### src/rtl/ppc_pkg.sv
// Shared fetch-path types. Bit 0 in the big-endian numbering is the MSB,
// so PowerPC [0:63] maps onto [63:0] here.
package ppc_pkg;

    typedef logic [31:0] inst_t;
    typedef logic [63:0] addr_t;
    typedef logic [60:0] dwaddr_t;

    localparam int unsigned INST_BYTES = 4;

    typedef struct packed {
        addr_t pc;
        inst_t inst;
    } ifq_entry_t;

endpackage

### src/rtl/ifq_fifo.sv
// Circular instruction buffer for the fetch queue: up to two pushes and one pop
// per cycle, flush empties it. Pointers wrap modulo DEPTH (need not be a power of 2).
module ifq_fifo
    import ppc_pkg::*;
#(
    parameter int unsigned DEPTH = 4
) (
    input  logic                       clk,
    input  logic                       rst,
    input  logic                       flush,
    input  logic [1:0]                 pushNum,
    input  logic [63:0]                pushPc0,
    input  logic [31:0]                pushInst0,
    input  logic [63:0]                pushPc1,
    input  logic [31:0]                pushInst1,
    input  logic                       pop,
    output logic [63:0]                headPc,
    output logic [31:0]                headInst,
    output logic [$clog2(DEPTH+1)-1:0] count
);

    localparam int unsigned PtrW = (DEPTH > 1) ? $clog2(DEPTH) : 1;
    localparam int unsigned CntW = $clog2(DEPTH + 1);

    ifq_entry_t      mem [DEPTH];
    logic [PtrW-1:0] rdPtr;
    logic [PtrW-1:0] wrPtr;
    logic [PtrW-1:0] wrPtrPlus1;

    function automatic logic [PtrW-1:0] ptrInc(input logic [PtrW-1:0] p);
        return (p == PtrW'(DEPTH - 1)) ? '0 : p + 1'b1;
    endfunction

    assign wrPtrPlus1 = ptrInc(wrPtr);
    assign headPc     = mem[rdPtr].pc;
    assign headInst   = mem[rdPtr].inst;

    always_ff @(posedge clk or posedge rst) begin
        if (rst) begin
            rdPtr <= '0;
            wrPtr <= '0;
            count <= '0;
        end else if (flush) begin
            rdPtr <= '0;
            wrPtr <= '0;
            count <= '0;
        end else begin
            if (pop) begin
                rdPtr <= ptrInc(rdPtr);
            end
            if (pushNum == 2'd2) begin
                wrPtr <= ptrInc(wrPtrPlus1);
            end else if (pushNum == 2'd1) begin
                wrPtr <= wrPtrPlus1;
            end
            count <= count + CntW'(pushNum) - CntW'(pop);
        end
    end

    // Storage needs no reset; validity is carried entirely by count.
    always_ff @(posedge clk) begin
        if (!flush && pushNum != 2'd0) begin
            mem[wrPtr] <= '{pc: pushPc0, inst: pushInst0};
        end
        if (!flush && pushNum == 2'd2) begin
            mem[wrPtrPlus1] <= '{pc: pushPc1, inst: pushInst1};
        end
    end

    overflowCheck: assert property (@(posedge clk) disable iff (rst)
        !flush |-> (int'(count) + int'(pushNum) - int'(pop) <= int'(DEPTH)));

endmodule

### src/rtl/ifetch_queue.sv
// Instruction fetch queue: one doubleword read in flight, redirect flushes everything.
// Optional macro IFQ_BYPASS_EN presents a response to decode in its arrival cycle.
module ifetch_queue
    import ppc_pkg::*;
#(
    parameter int unsigned DEPTH = 4
) (
    input  logic        clk,
    input  logic        rst,
    input  logic        redirect_valid,
    input  logic [63:0] redirect_pc,
    output logic        mem_rd_en,
    output logic [60:0] mem_rd_addr,
    input  logic [63:0] mem_rd_data,
    output logic        inst_valid,
    output logic [31:0] inst,
    output logic [63:0] inst_pc,
    input  logic        inst_ready
);

    localparam int unsigned CntW = $clog2(DEPTH + 1);

    addr_t           fetchPc;
    addr_t           reqPc;
    logic            pending;
    logic [CntW-1:0] count;
    logic [5:0]      needed;
    logic            fifoEmpty;
    logic            respValid;
    logic            respTwo;
    inst_t           respInst0;
    inst_t           respInst1;
    addr_t           respPc1;
    logic            bypass;
    logic            headValid;
    logic            take;
    logic            fifoPop;
    logic [1:0]      pushNum;
    addr_t           pushPc0;
    inst_t           pushInst0;
    addr_t           headPc;
    inst_t           headInst;
    logic            unusedLow;

    assign unusedLow = ^redirect_pc[1:0];

    // Space is reserved for the in-flight response as a full doubleword, and
    // judged on occupancy before any same-cycle pop.
    assign needed      = 6'(count) + (pending ? 6'd4 : 6'd2);
    assign mem_rd_en   = !rst && !redirect_valid && (needed <= 6'(DEPTH));
    assign mem_rd_addr = fetchPc[63:3];

    assign fifoEmpty = (count == '0);
    assign respValid = pending && !redirect_valid;
    assign respTwo   = !reqPc[2];
    assign respInst0 = reqPc[2] ? mem_rd_data[31:0] : mem_rd_data[63:32];
    assign respInst1 = mem_rd_data[31:0];
    assign respPc1   = reqPc + 64'(INST_BYTES);

`ifdef IFQ_BYPASS_EN
    assign bypass = fifoEmpty && respValid;
`else
    assign bypass = 1'b0;
`endif

    assign headValid  = !fifoEmpty || bypass;
    assign inst_valid = headValid;
    assign take       = headValid && inst_ready && !redirect_valid;
    assign fifoPop    = take && !bypass;

    always_comb begin
        inst    = '0;
        inst_pc = '0;
        if (bypass) begin
            inst    = respInst0;
            inst_pc = reqPc;
        end else if (headValid) begin
            inst    = headInst;
            inst_pc = headPc;
        end
    end

    always_comb begin
        pushNum   = 2'd0;
        pushPc0   = reqPc;
        pushInst0 = respInst0;
        if (respValid) begin
            if (bypass && take) begin
                // First word went straight to decode; only the second is stored.
                pushNum   = respTwo ? 2'd1 : 2'd0;
                pushPc0   = respPc1;
                pushInst0 = respInst1;
            end else begin
                pushNum = respTwo ? 2'd2 : 2'd1;
            end
        end
    end

    always_ff @(posedge clk or posedge rst) begin
        if (rst) begin
            fetchPc <= '0;
            reqPc   <= '0;
            pending <= 1'b0;
        end else begin
            pending <= mem_rd_en;
            if (mem_rd_en) begin
                reqPc <= fetchPc;
            end
            if (redirect_valid) begin
                fetchPc <= {redirect_pc[63:2], 2'b00};
            end else if (mem_rd_en) begin
                fetchPc <= {fetchPc[63:3] + 61'd1, 3'b000};
            end
        end
    end

    ifq_fifo #(
        .DEPTH(DEPTH)
    ) u_fifo (
        .clk      (clk),
        .rst      (rst),
        .flush    (redirect_valid),
        .pushNum  (pushNum),
        .pushPc0  (pushPc0),
        .pushInst0(pushInst0),
        .pushPc1  (respPc1),
        .pushInst1(respInst1),
        .pop      (fifoPop),
        .headPc   (headPc),
        .headInst (headInst),
        .count    (count)
    );

endmodule

### config.mk
export PLATFORM = sky130hd
export DESIGN_NAME = ifetch_queue
export DESIGN_NICKNAME = d
export VERILOG_FILES = /design/src/rtl/ppc_pkg.sv /design/src/rtl/ifq_fifo.sv /design/src/rtl/ifetch_queue.sv
export SDC_FILE = /design/constraint.sdc
export NUM_CORES = 1
export LEC_CHECK = 0
export CORE_MARGIN = 1.5
export CORE_UTILIZATION = 45
export DETAILED_ROUTE_END_ITERATION = 8
export PLACE_DENSITY = 0.69
export SYNTH_ARGS = -nofsm -noshare
export SYNTH_HDL_FRONTEND = slang
export SYNTH_SLANG_ARGS = --single-unit
### constraint.sdc
create_clock -name clk -period 6.2 [get_ports clk]
set_input_delay 1.24 -clock clk [delete_from_list [all_inputs] [get_ports clk]]
set_output_delay 1.24 -clock clk [all_outputs]
set_load 0.1 [all_outputs]
==> results of run 1 <==
critical path: cells and delay by family, from the launching register on:
kind          cells  cell delay (ns)
flops             1             0.40
simple gates      2             0.87
buf+inv           2             1.80
worst paths after layout:
path | to | cells after the start | from
setup / recovery | inst_pc[56] | 4 | u_fifo.count[2]$_DFF_PP0_
setup reg to reg | fetchPc[33]$_DFFE_PP0P_ | 10 | pending$_DFF_PP0_
min in group asynchronous | fetchPc[27]$_DFFE_PP0P_ | 2 | rst
hold reg to reg | reqPc[2]$_DFFE_PP0P_ | 2 | fetchPc[2]$_DFFE_PP0P_
hold / removal | reqPc[2]$_DFFE_PP0P_ | 2 | fetchPc[2]$_DFFE_PP0P_
max in group asynchronous | reqPc[47]$_DFFE_PP0P_ | 3 | rst
flip-flops by register name, summed over array words and instances (netlist names):
name	cells
u_fifo.mem	376
fetchPc	62
reqPc	62
u_fifo.count	3
u_fifo.rdPtr	2
u_fifo.wrPtr	2
pending	1
cell usage in the layout, fill, tap and decap left out, types with 11 or more instances in the layout:
cell / n
sky130_fd_sc_hd__and2_1: 109
sky130_fd_sc_hd__nand3_1: 56
sky130_fd_sc_hd__nand2_1: 294
sky130_fd_sc_hd__mux4_2: 94
sky130_fd_sc_hd__o311ai_0: 15
sky130_fd_sc_hd__clkdlybuf4s50_1: 284
sky130_fd_sc_hd__nand4_1: 31
sky130_fd_sc_hd__o21ai_0: 33
sky130_fd_sc_hd__xnor2_1: 40
sky130_fd_sc_hd__nor3_1: 51
sky130_fd_sc_hd__nor3_2: 16
sky130_fd_sc_hd__buf_4: 30
sky130_fd_sc_hd__or4_1: 21
sky130_fd_sc_hd__clkinv_1: 11
sky130_fd_sc_hd__a21oi_1: 13
sky130_fd_sc_hd__o211ai_1: 13
sky130_fd_sc_hd__dfrtp_1: 130
sky130_fd_sc_hd__mux2_2: 121
sky130_fd_sc_hd__ha_1: 14
sky130_fd_sc_hd__inv_1: 23
sky130_fd_sc_hd__edfxtp_1: 376
sky130_fd_sc_hd__xor2_1: 85
sky130_fd_sc_hd__a31oi_1: 17
sky130_fd_sc_hd__clkbuf_16: 56
sky130_fd_sc_hd__nor4_1: 16
sky130_fd_sc_hd__nor2_1: 66
kinds of logic after synthesis:
family / synth area share
buf+inv: 0.06372
compound gates: 0.03686
simple gates: 0.1494
flops: 0.5605
fa+ha+maj: 0.008266
xor+xnor: 0.04205
other cells: 0.0001440
mux: 0.1390
through the flow:
stage                     instance area (sq um)  worst slack (ns)  total power [W]  hold WS (ns)  cells
after detailed placement                  28680             1.784          0.01248        0.4659   2855
after CTS                                 30500             1.130          0.01580        0.4807   2951
final                                     30500             1.267          0.01569        0.4712   2952
after floorplan                           26040             1.434          0.01091        0.4386   2099
after global routing                      30500            0.9990          0.01630        0.5411   2951
after global placement                    28680             1.814          0.01236        0.4551   2855
per-layer routing:
| metal | global-route usage | up-vias | wire [um] |
|---|---|---|---|
| met5 | 0 | - | 0 |
| met4 | 0.05828 | 0 | 1289 |
| met3 | 0.03569 | 88 | 5047 |
| met2 | 0.3586 | 668 | 31270 |
| met1 | 0.3022 | 8360 | 27660 |
| li1 | - | 7589 | - |
power groups by stage:
stage	registers [W]	logic, W	clock network, W
floorplan	0.00485	0.00606	0
global placement	0.00528	0.00707	0
detailed placement	0.00533	0.00715	0
CTS	0.00526	0.00717	0.00336
global route	0.00536	0.00745	0.00349
finish	0.00528	0.00710	0.00331
layout make-up:
| type | count | area [sq um] | area share |
|---|---|---|---|
| repair buffers | 320 | 3173 | 0.1040 |
| well taps | 756 | 945.9 | 0.03101 |
| flip-flops and latches | 508 | 14600 | 0.4787 |
| diodes | 1 | 2.502 | 0.00008203 |
| multi-input cells | 1245 | 9863 | 0.3233 |
| inverters | 26 | 100.1 | 0.003281 |
| clock buffers | 69 | 1520 | 0.04984 |
| clock inverters | 27 | 297.8 | 0.009762 |
==> results.py, run 1 <==
metrics = {
    "job": {
        "cap_violations": 0,
    },
    "global_route": {
        "grt_pass1_wl_mm": 100.2,
        "grt_pass1_vias": 16940,
        "pin_count_of_the_biggest_net_entering_global_routing": 73,
        "grtUsageTotal": 0.2185,
        "antenna_found_initial": 3,
        "total_gr_overflow": 0,
    },
    "synthesis": {
        "yosys-top-cells-count": "376 x sky130_fd_sc_hd__edfxtp_1, 299 x sky130_fd_sc_hd__nand2_1, 177 x sky130_fd_sc_hd__clkbuf_1",
        "synth_cell_types": 73,
        "most_common_cell_in_the_netlist": "sky130_fd_sc_hd__edfxtp_1",
        "syn-cell-area_sq_um": 26040,
        "postSynthAreaPerCell_sq_um": 12.41,
        "yosys_warnings": 0,
        "yosys.area.top_type_share": 0.4337,
        "ys.flop_type": "sky130_fd_sc_hd__edfxtp_1",
        "synth_sequential_area_ratio": 0.5605,
        "synth_edf_count": 376,
        "postSynthRegisterBits": 508,
        "post-synth-top-area-cell": "sky130_fd_sc_hd__edfxtp_1",
        "share_of_flip_flops_with_an_asynchronous_set_or_reset_after_synthesis": 0.2598,
        "synth_cells": 2098,
        "most_area_consuming_cells_after_synthesis": "sky130_fd_sc_hd__edfxtp_1 43%, sky130_fd_sc_hd__dfrtp_1 13%, sky130_fd_sc_hd__mux4_2 8.1%, sky130_fd_sc_hd__mux2_2 5.2%, sky130_fd_sc_hd__nand2_1 4.3%",
    },
    "pwr": {
        "power.share.clock": 0.211,
        "worst_ir_drop_vdd_v": 0.0004301,
        "p_leak_nw": 10.92,
        "power_density_nw_per_um2": 514.3,
        "power.sequential.fraction": 0.337,
        "p_int_w": 0.008519,
        "comb_power_share": 0.453,
        "switching_power_w": 0.007168,
        "swShare": 0.4569,
    },
    "sta": {
        "setup_repair_after_global_routing_missed_its_margin": "false",
        "final_min_period_over_clock_period": 0.7957,
        "final.min_clock_period_ns": 4.933,
        "fin_setup_tns_ns": 0,
        "fmax_mhz": 202.7,
        "finalHoldViolCount": 0,
        "setup_violations": 0,
        "finalClockSkew_ns": 0.02183,
        "slew_viol_final": 0,
        "maxSlewHeadroom": 0.2324,
        "worst-slew-pin-transition_ns": 1.148,
    },
    "worst_setup_path": {
        "timing.critical_path.to_type": "primary output",
        "critPathRequiredTime_ns": 4.96,
        "cp-start-kind": "register",
        "crit_arrival_ns": 3.69,
        "ordered_cell_list_for_the_critical_path": "or3_2 > buf_4 > and2_1 > clkdlybuf4s50_1",
        "critical_path_max_stage_delay_ns": 1.23,
        "r2r_setup_slack_ns": 2.37,
        "setup.worst_path.class": "register to primary output",
        "critical_path.max_fanout": 53,
        "cell_with_the_largest_stage_delay_on_the_worst_path": "sky130_fd_sc_hd__clkdlybuf4s50_1",
    },
    "layout": {
        "post_route_cells_drive_above_1_share": 0.1772,
        "fin_util": 0.5368,
        "number_of_nets_in_the_finished_design": 2302,
        "area_delta_synth_final_pct": 17.16,
        "nFillCells": 4753,
    },
    "route": {
        "wl_per_cell_um": 22.11,
        "dr_drc_count": 0,
        "vias_per_cell": 5.659,
        "routed_wl_mm": 65.27,
        "vias": 16710,
        "drt.antenna.violating_nets": 0,
        "iteration_0_drc_markers": 1325,
        "dr.pass1.iters": 5,
    },
    "clock_tree": {
        "ctsResizeCount": 0,
        "path_clk_slew_ns": 0.06,
        "cts_hold_buffers": 0,
        "clk_path_buf_depth": 3,
        "clk-insertion-delay-late_ns": 0.60,
        "clock-root-buffer": "sky130_fd_sc_hd__clkbuf_16",
        "cts_post_setup_buffers_inserted": 0,
        "cts_htree_levels": 2,
        "clock_tree_from_tritoncts": "yes",
        "cts.sink_count": 508,
        "tritoncts.num_buffers": 53,
    },
    "floorplanning": {
        "fp-row-count": 87,
        "fp.dieArea_sq_um": 59310,
        "die_h_um": 243.5,
        "die_x_um": 243.5,
        "placeableCoreArea_sq_um": 56820,
        "initial_core_utilization": 0.4582,
        "design.portCount": 291,
    },
    "placement": {
        "place.port_buffers": 286,
        "dp_hpwl_mm": 43.29,
        "routabilityCongestion": 0.8569,
    },
    "hold_path": {
        "hold_path.class": "register to register",
    },
    "outcome": {
        "outcome": "finished clean",
    },
}
Power figures use the tool's default switching activity.
==> run 2: changes to the inputs <==
==> constraint.sdc (replaced) <==
create_clock -name clk -period 5.06 [get_ports clk]
set_input_delay 1.012 -clock clk [delete_from_list [all_inputs] [get_ports clk]]
set_output_delay 1.012 -clock clk [all_outputs]
set_load 0.1 [all_outputs]
==> results.py, run 2 (same netlist as run 1, synthesis figures left out) <==
metrics = {
    "clock_tree": {
        "clk_path_buf_depth": 3,
        "cts_hold_buffers": 0,
        "clock-root-buffer": "sky130_fd_sc_hd__clkbuf_16",
        "tritoncts.num_buffers": 54,
        "clk-insertion-delay-late_ns": 0.61,
        "ctsResizeCount": 0,
        "cts_post_setup_buffers_inserted": 0,
        "cts.sink_count": 508,
        "cts_htree_levels": 2,
        "path_clk_slew_ns": 0.06,
        "clock_tree_from_tritoncts": "yes",
    },
    "global_route": {
        "grt_pass1_vias": 16760,
        "antenna_found_initial": 3,
        "grt_pass1_wl_mm": 100.5,
        "pin_count_of_the_biggest_net_entering_global_routing": 140,
        "total_gr_overflow": 0,
        "grtUsageTotal": 0.2193,
    },
    "sta": {
        "setup_violations": 0,
        "fmax_mhz": 224.1,
        "slew_viol_final": 0,
        "finalClockSkew_ns": 0.01811,
        "final.min_clock_period_ns": 4.461,
        "setup_repair_after_global_routing_missed_its_margin": "false",
        "maxSlewHeadroom": 0.2777,
        "worst-slew-pin-transition_ns": 1.080,
        "finalHoldViolCount": 0,
        "fin_setup_tns_ns": 0,
        "final_min_period_over_clock_period": 0.8817,
        "whs_ns": 0.4705,
    },
    "route": {
        "drt.antenna.violating_nets": 0,
        "dr_drc_count": 0,
        "dr.pass1.iters": 6,
        "routed_wl_mm": 65.32,
        "iteration_0_drc_markers": 1352,
        "vias": 16610,
        "vias_per_cell": 5.617,
        "wl_per_cell_um": 22.09,
    },
    "layout": {
        "mostFrequentLayoutCells": "376 x sky130_fd_sc_hd__edfxtp_1, 294 x sky130_fd_sc_hd__nand2_1, 256 x sky130_fd_sc_hd__clkdlybuf4s50_1",
        "nFillCells": 4790,
        "register_area_sq_um": 14600,
        "multiInputGateArea_sq_um": 9863,
        "area_delta_synth_final_pct": 16.82,
        "largest-register": "u_fifo.mem",
        "post_route_cells_drive_above_1_share": 0.1868,
        "largestRegisters": "u_fifo.mem x376, fetchPc x62, reqPc x62",
        "number_of_nets_in_the_finished_design": 2304,
        "largest_register_ffs": 376,
        "layout.cells.most_common": "sky130_fd_sc_hd__edfxtp_1",
    },
    "placement": {
        "place.port_buffers": 286,
        "routabilityCongestion": 0.8479,
        "dp_hpwl_mm": 42.79,
    },
    "floorplanning": {
        "die_x_um": 243.5,
        "fp.dieArea_sq_um": 59310,
        "die_h_um": 243.5,
        "placeableCoreArea_sq_um": 56820,
        "design.portCount": 291,
        "initial_core_utilization": 0.4582,
        "fp-row-count": 87,
    },
    "worst_setup_path": {
        "crit_end": "inst_pc[26]",
        "worstReg2RegStart": "reqPc[3]$_DFFE_PP0P_",
        "cell_with_the_largest_stage_delay_on_the_worst_path": "sky130_fd_sc_hd__clkdlybuf4s50_1",
        "critical_path.max_fanout": 59,
        "cp-startpoint": "u_fifo.count[2]$_DFF_PP0_",
        "rr_worst_depth": 6,
        "r2r_setup_slack_ns": 1.70,
        "ordered_cell_list_for_the_critical_path": "or3_2 > buf_12 > and2_1 > clkdlybuf4s50_1",
        "setup.worst_path.class": "register to primary output",
        "timing.critical_path.to_type": "primary output",
        "critPathRequiredTime_ns": 4.05,
        "cp-start-kind": "register",
        "critical_path_max_stage_delay_ns": 1.14,
        "crit_arrival_ns": 3.45,
        "rr_endpoint": "u_fifo.mem[0][76]$_DFFE_PP_",
    },
    "hold_path": {
        "hold_path.class": "register to register",
    },
    "pwr": {
        "power_density_nw_per_um2": 624.7,
        "p_leak_nw": 10.95,
        "worst_ir_drop_vdd_v": 0.0006448,
    },
    "outcome": {
        "outcome": "finished clean",
    },
    "job": {
        "cap_violations": 0,
    },
}
==> run 2: cell count changes in the layout (fill, tap and decap cells not counted), moves of 3 or more <==
| cell | delta |
|---|---|
| sky130_fd_sc_hd__clkdlybuf4s50_1 | -28 |
| sky130_fd_sc_hd__buf_4 | +22 |
| sky130_fd_sc_hd__clkbuf_1 | +14 |
| sky130_fd_sc_hd__buf_12 | +7 |
| sky130_fd_sc_hd__bufinv_16 | -4 |
| sky130_fd_sc_hd__clkinvlp_4 | -4 |
| sky130_fd_sc_hd__clkinv_1 | -3 |
| sky130_fd_sc_hd__clkinv_2 | +3 |
==> run 2: worst min-delay path by stage <==
stage	from	end	depth (start not counted)
floorplan	fetchPc[2]$_DFFE_PP0P_	reqPc[2]$_DFFE_PP0P_	2
global placement	fetchPc[2]$_DFFE_PP0P_	reqPc[2]$_DFFE_PP0P_	2
detailed placement	fetchPc[2]$_DFFE_PP0P_	reqPc[2]$_DFFE_PP0P_	2
CTS	fetchPc[2]$_DFFE_PP0P_	reqPc[2]$_DFFE_PP0P_	2
global route	fetchPc[2]$_DFFE_PP0P_	reqPc[2]$_DFFE_PP0P_	2
finish	fetchPc[2]$_DFFE_PP0P_	reqPc[2]$_DFFE_PP0P_	2
==> run 2: power breakdown <==
group | switching, W | internal, W | total, W | leakage [nW]
clock network | 0.00160 | 0.00223 | 0.00383 | 0.833
logic | 0.00621 | 0.00254 | 0.00875 | 5.05
registers | 0.000934 | 0.00549 | 0.00642 | 5.07
==> run 2: routing by layer <==
| metal | track usage | share of wire | vias up |
|---|---|---|---|
| met5 | 0 | 0.00017 | - |
| met2 | 0.3469 | 0.47 | 580 |
| li1 | - | - | 7581 |
| met3 | 0.04307 | 0.068 | 91 |
| met4 | 0.05265 | 0.020 | 2 |
| met1 | 0.3124 | 0.44 | 8356 |
==> run 2: final cells by class <==
class | count | area share
flip-flops and latches | 508 | 0.4800
multi-input cells | 1245 | 0.3243
repair buffers | 321 | 0.1051
clock buffers | 82 | 0.05162
well taps | 756 | 0.03110
clock inverters | 18 | 0.004443
inverters | 26 | 0.003291
diodes | 1 | 0.00008227
==> run 2: critical path: cells and delay by family, from the launching register on <==
kind                   cells  cell delay [ns]
buffers and inverters      2             1.42
DFF                        1             0.40
and+or+nand+nor            2             1.00
==> run 2: through the flow <==
stage	area, sq um	util	instances	setup WS (ns)	power (W)
after floorplan	26040	-	2099	0.5220	0.01337
after global placement	28710	0.5052	2856	1.172	0.01517
after detailed placement	28710	0.5052	2856	1.118	0.01531
after CTS	30410	0.5353	2956	0.4577	0.01916
after global routing	30410	0.5353	2956	0.3378	0.01978
final	30420	0.5353	2957	0.5986	0.01900
